File: src/rtl/vga_timing_gen.sv
// VGA raster timing: clk/2 pixel enable, h/v counters, sync and blank decode.
// Decodes are combinational from the registered counters (zero added latency); no backpressure.
module vga_timing_gen #(
  parameter int H_ACTIVE = 640,
  parameter int H_FP     = 16,
  parameter int H_SYNC   = 96,
  parameter int H_BP     = 48,
  parameter int V_ACTIVE = 480,
  parameter int V_FP     = 10,
  parameter int V_SYNC   = 2,
  parameter int V_BP     = 33
) (
  input  logic       clk,
  input  logic       rst,
  output logic       vga_clk,
  output logic [9:0] hs,
  output logic [9:0] vs,
  output logic       hsync,
  output logic       vsync,
  output logic       blank_n,
  output logic       sync_n,
  output logic       frame_start,
  output logic       line_start
);

  localparam int H_TOTAL = H_ACTIVE + H_FP + H_SYNC + H_BP;
  localparam int V_TOTAL = V_ACTIVE + V_FP + V_SYNC + V_BP;

  localparam logic [9:0] H_LAST   = 10'(H_TOTAL - 1);
  localparam logic [9:0] V_LAST   = 10'(V_TOTAL - 1);
  localparam logic [9:0] H_VIS    = 10'(H_ACTIVE);
  localparam logic [9:0] V_VIS    = 10'(V_ACTIVE);
  localparam logic [9:0] HS_START = 10'(H_ACTIVE + H_FP);
  localparam logic [9:0] HS_END   = 10'(H_ACTIVE + H_FP + H_SYNC);
  localparam logic [9:0] VS_START = 10'(V_ACTIVE + V_FP);
  localparam logic [9:0] VS_END   = 10'(V_ACTIVE + V_FP + V_SYNC);

  logic h_wrap;
  logic v_wrap;

  // Wraps only count on advancing edges, i.e. when the pixel enable is high.
  assign h_wrap = vga_clk && (hs == H_LAST);
  assign v_wrap = h_wrap && (vs == V_LAST);

  always_ff @(posedge clk or posedge rst) begin
    if (rst) begin
      vga_clk     <= 1'b0;
      hs          <= '0;
      vs          <= '0;
      line_start  <= 1'b0;
      frame_start <= 1'b0;
    end else begin
      vga_clk     <= ~vga_clk;
      line_start  <= h_wrap;
      frame_start <= v_wrap;
      if (vga_clk) begin
        if (h_wrap) begin
          hs <= '0;
          vs <= v_wrap ? '0 : vs + 10'd1;
        end else begin
          hs <= hs + 10'd1;
        end
      end
    end
  end

  assign hsync   = ~((hs >= HS_START) && (hs < HS_END));
  assign vsync   = ~((vs >= VS_START) && (vs < VS_END));
  assign blank_n = (hs < H_VIS) && (vs < V_VIS);
  assign sync_n  = 1'b0;

endmodule

File: config.mk
export PLATFORM = sky130hd
export DESIGN_NAME = vga_timing_gen
export DESIGN_NICKNAME = d
export VERILOG_FILES = /design/src/rtl/vga_timing_gen.sv
export SDC_FILE = /design/constraint.sdc
export NUM_CORES = 1
export LEC_CHECK = 0
export CAP_MARGIN = 10
export CORE_MARGIN = 10
export CORE_UTILIZATION = 53
export CTS_BUF_LIST = sky130_fd_sc_hd__clkbuf_16
export DETAILED_ROUTE_END_ITERATION = 10
export PLACE_DENSITY = 0.84
export SLEW_MARGIN = 40
export SYNTH_ARGS = -nofsm -noshare
export SYNTH_HDL_FRONTEND = slang
export SYNTH_SLANG_ARGS = --single-unit
File: constraint.sdc
create_clock -name clk -period 2.9 [get_ports clk]
set_input_delay 0.29 -clock clk [delete_from_list [all_inputs] [get_ports clk]]
set_output_delay 0.29 -clock clk [all_outputs]
set_load 0.005 [all_outputs]
======== Word level (Yosys, flattened, before mapping) ========
Cells that the tools add are included.
storage, ports and cells
  register bits ........................... 23
  bits in latches ......................... 0
  RAM bits ................................ 0
  bits in read-only memories .............. 0
  output and inout bits ................... 27
  logic and storage cells ................. 26
  memories ................................ 0
cells by class
  add/sub/neg operators ................... 2
  $mul .................................... 0
  divide/modulo/power cells ............... 0
  $lt $le $gt $ge ......................... 6
  equal/unequal tests ..................... 2
  shift-type cells ........................ 0
  multiplexer cells ....................... 2
  bitwise logic cells ..................... 3
  reductions and logical operators ........ 6
operator list
  kind                                                          number
  adder 10 x 1 -> 10 bit (second input constant)                2
  equality test 10 bit (second input constant)                  2
  less-than comparator 10 bit (second input constant)           2
  less-than comparator 10 x 9 -> 1 bit (second input constant)  2
  two-way mux 10 bit                                            2
  >= comparator 10 bit (second input constant)                  1
  >= comparator 10 x 9 -> 1 bit (second input constant)         1
  logical AND 1 bit                                             5
  inverter 1 bit                                                3
  AND reduction 2 bit                                           1

======== Longest topological paths before layout ========
  word-level depth ........................ 4
  gate-level depth with buffers ........... 8

======== Worst setup path after synthesis ========
No wires, ideal clock.
  path kind ............................... register -> register
  start point ............................. register hs[0]
  end point ............................... register vs[0]
  library setup time ...................... 128 ps
  arrival time ............................ 1361 ps
  setup slack ............................. 1412 ps
  stages on the path, launching flop included .. 9
  cells stage by stage .................... dfrtp_1 > ha_1 > and4_1 > buf_6 > nand3_4 > inv_4 > buf_6 > nand3_1 > o21ai_0
on the way
  longest elaborated chain between the ends .. 4
ends and longest elaborated chain
  element                 line  RTL
  from (decl)             16    output logic [9:0] hs,
  from (signal assigned)  61    hs <= hs + 10'd1;
  equality test 10 bit *  42    assign h_wrap = vga_clk && (hs == H_LAST);
  logical AND 1 bit *     42
  net h_wrap              38    logic h_wrap;
  logical AND 1 bit       43    assign v_wrap = h_wrap && (vs == V_LAST);
  two-way mux 10 bit      59    vs <= v_wrap ? '0 : vs + 10'd1;
  to (signal assigned)    59
  to (decl)               17    output logic [9:0] vs,
The timed path passes the listed nets; every way through them passes the cells marked *.
A chain may end at the register's enable or synchronous reset.

======== Final worst setup path ========
  start point ............................. register vs[7]
  end point ............................... output blank_n
on the way
  longest elaborated chain between the ends .. 2
ends and longest elaborated chain
  element                               line  RTL
  less-than comparator 10 x 9 -> 1 bit  69    assign blank_n = (hs < H_VIS) && (vs < V_VIS);
  logical AND 1 bit                     69
  to (decl)                             20    output logic blank_n,
No other way between the ends.

==> flow_summary.yaml <==
status:
  status: "finished, final reports clean"
clock_tree:
  cts_inserted_buffers: 3
  cts_root_buffer: "clkbuf_16"
  hold_buffers: 0
  cts_resized: 0
  post_cts_buffers: 0
  cts.clk_slew.worst_paths_ns: 0.06
  cts_buffer_depth: 2
  cts_tree: "built"
  cts_num_sinks: 23
  insertion_delay_ns: 0.25
  htreeDepth: 1
die:
  dieArea_mm2: 0.00471
  core_area_mm2: 0.00223
  die_h_um: 68.6
  start_util_pct: 56.1
  io_pins: 29
  chipWidth_um: 68.6
  rows: 17
routing:
  drc_errors: 0
  post_drt_wl_per_cell_um: 15.7
  antenna_left: 0
  vias: 1013
  vias_per_cell: 5.69
  drt_iter0_drc: 51
  routed_wirelength_mm: 2.79
  drt_pass1_iterations: 4
setup_path:
  crit_fanout: 4
  worstPathRequired_ns: 2.61
  startpoint_type: "flop"
  crit_slowest_cell: "clkdlybuf4s50_1"
  critPathMaxStageDelay_ns: 0.54
  worstPathCellList: "and3_1 -> and2_1 -> nor3_1 -> clkdlybuf4s50_1"
  reg2reg_slack_ns: 1.09
  crit_type: "flop to output port"
  crit_buf_inv: 1
  path_delay_family: "simple AND/OR/NAND/NOR gates"
  crit_arrival_ns: 1.82
  setup.worst_path.end_class: "output port"
power:
  internal_power_w: 0.000506
  peakVddDrop_uv: 417
  switching_power_w: 0.000117
  p_comb_share_pct: 1.3
  leakage_nw: 0.709
  clkPwrFrac_pct: 47.2
  p_seq_share_pct: 51.5
  power_density_mw_per_mm2: 390
  switching_share_pct: 18.7
logic_synthesis:
  synth_edf_count: 0
  yosysSeqAreaShare_pct: 46.0
  yosysTopAreaCellShare_pct: 46.0
  ys_ff_latch: 23
  syn_nets: 130
  netlist_area_mm2: 0.00125
  synth.distinct_cells: 36
  ys.flop_type: "dfrtp_1"
  async_flop_share_pct: 100
  yosysWarnings: 0
  synth.avg_cell_area_um2: 10.2
  synth_top_cell_by_area: "dfrtp_1"
  syn_inst: 123
  synth.area.top_cells: "dfrtp_1 46%, ha_1 5.0%, nand2_1 3.9%"
global_route:
  grt_overflow_total: 0
  grt_max_degree: 24
  grt_pass1_wl_mm: 4.54
  grt_pass1_vias: 932
  grtUsageTotal_pct: 12.4
  antenna_found_initial: 0
min_path:
  holdCritPathClass: "primary input to asynchronous set/reset pin"
flow_run:
  maxCapViolations: 0
timing:
  period_share_pct: 72.7
  finalClockSkew_ns: 0.00347
  finalSetupViolCount: 0
  max_freq_mhz: 474
  drv_slew: 0
  rsz0062_at_grt: "no"
  timing.setup.tns_ns: 0
  hold_violations: 0
  final.min_clock_period_ns: 2.11
final_layout:
  antenna_cells: 0
  final_cell_mix: "27 x clkdlybuf4s50_1, 23 x dfrtp_1, 13 x nand2_1"
  fin_nets: 158
  drive_above_1_share_pct: 7.33
  final_common_cell: "clkdlybuf4s50_1"
  final_core_util_pct: 71.4
  area_growth_syn_to_layout_pct: 27.4
placement:
  dp_hpwl_mm: 1.94
  routabilityCongestion: 0.768
  io_buffers: 27
-- cells in the mapped netlist (all sizes together), types with 2 or more instances --
library cell	count
a21oi	3
nand2	13
and4	2
dfrtp	23
buf	4
inv	8
nor3	4
nor2	6
ha	5
a31oi	2
mux2i	3
o21ai	7
and3	3
xnor2	4
nand4	8
xor2	5
nand3	10
-- cell families (layout without fill, tap and decap cells) --
kind of cell               Yosys count  in the layout  share of synthesized area, %
AOI/OAI and AO/OA                   15             15                          6.89
buffers and inverters               12             39                          5.89
adders and majority gates            5              5                          5.00
and+or+nand+nor                     55             55                          27.3
DFF                                 23             23                          46.0
xor gates and xnor gates             9              9                          6.29
muxes                                3              3                          2.40
other                                1              1                         0.299
-- final cells by class --
class,count,area (um^2)
clock inverters,1,3.75
clock buffers,3,75.1
repair buffers,27,270
flip-flops and latches,23,576
fillers,166,638
inverters,8,32.5
well taps,28,35.0
multi-input cells,88,603
-- flip-flops by register name, summed over array words and instances, names as in the netlist --
signal,count
vs,10
vga_clk,1
line_start,1
frame_start,1
hs,10
-- metal layers --
layer,GRT usage [%],routed length [um],vias up
met1,15.2,1240,491
met5,0,0,-
li1,-,-,484
met3,3.86,206,4
met4,5.78,45,0
met2,19.6,1290,34
-- worst paths after layout --
path | startpoint | endpoint | cells after the start
max reg2reg | hs[0] | vs[6] | 6
min reg2reg | vs[7] | vs[7] | 1
max in group asynchronous | rst | hs[2] | 2
max | vs[7] | blank_n | 4
min in group clk | vs[7] | vs[7] | 1
min | rst | vs[2] | 2
-- metrics by stage --
| step | total power (W) | hold slack [ns] | setup slack (ns) | area [um^2] | instances |
|---|---|---|---|---|---|
| finish | 0.000623 | 0.373 | 0.792 | 1600 | 178 |
| floorplan | 0.000333 | 0.292 | 1.41 | 1250 | 123 |
| detailed placement | 0.000335 | 0.523 | 1.07 | 1520 | 174 |
| global placement | 0.000335 | 0.493 | 1.13 | 1520 | 174 |
| CTS | 0.000626 | 0.392 | 0.771 | 1600 | 178 |
| global route | 0.000646 | 0.421 | 0.663 | 1600 | 178 |
-- power groups by stage --
stage	Sequential [W]	Clock [W]	Combinational, W
global placement	0.000327	0	0.00000807
CTS	0.000321	0.000297	0.00000829
global route	0.000321	0.000316	0.00000936
finish	0.000321	0.000294	0.00000786
floorplan	0.000327	0	0.00000604
detailed placement	0.000327	0	0.00000835
Power figures use the tool's default switching activity.
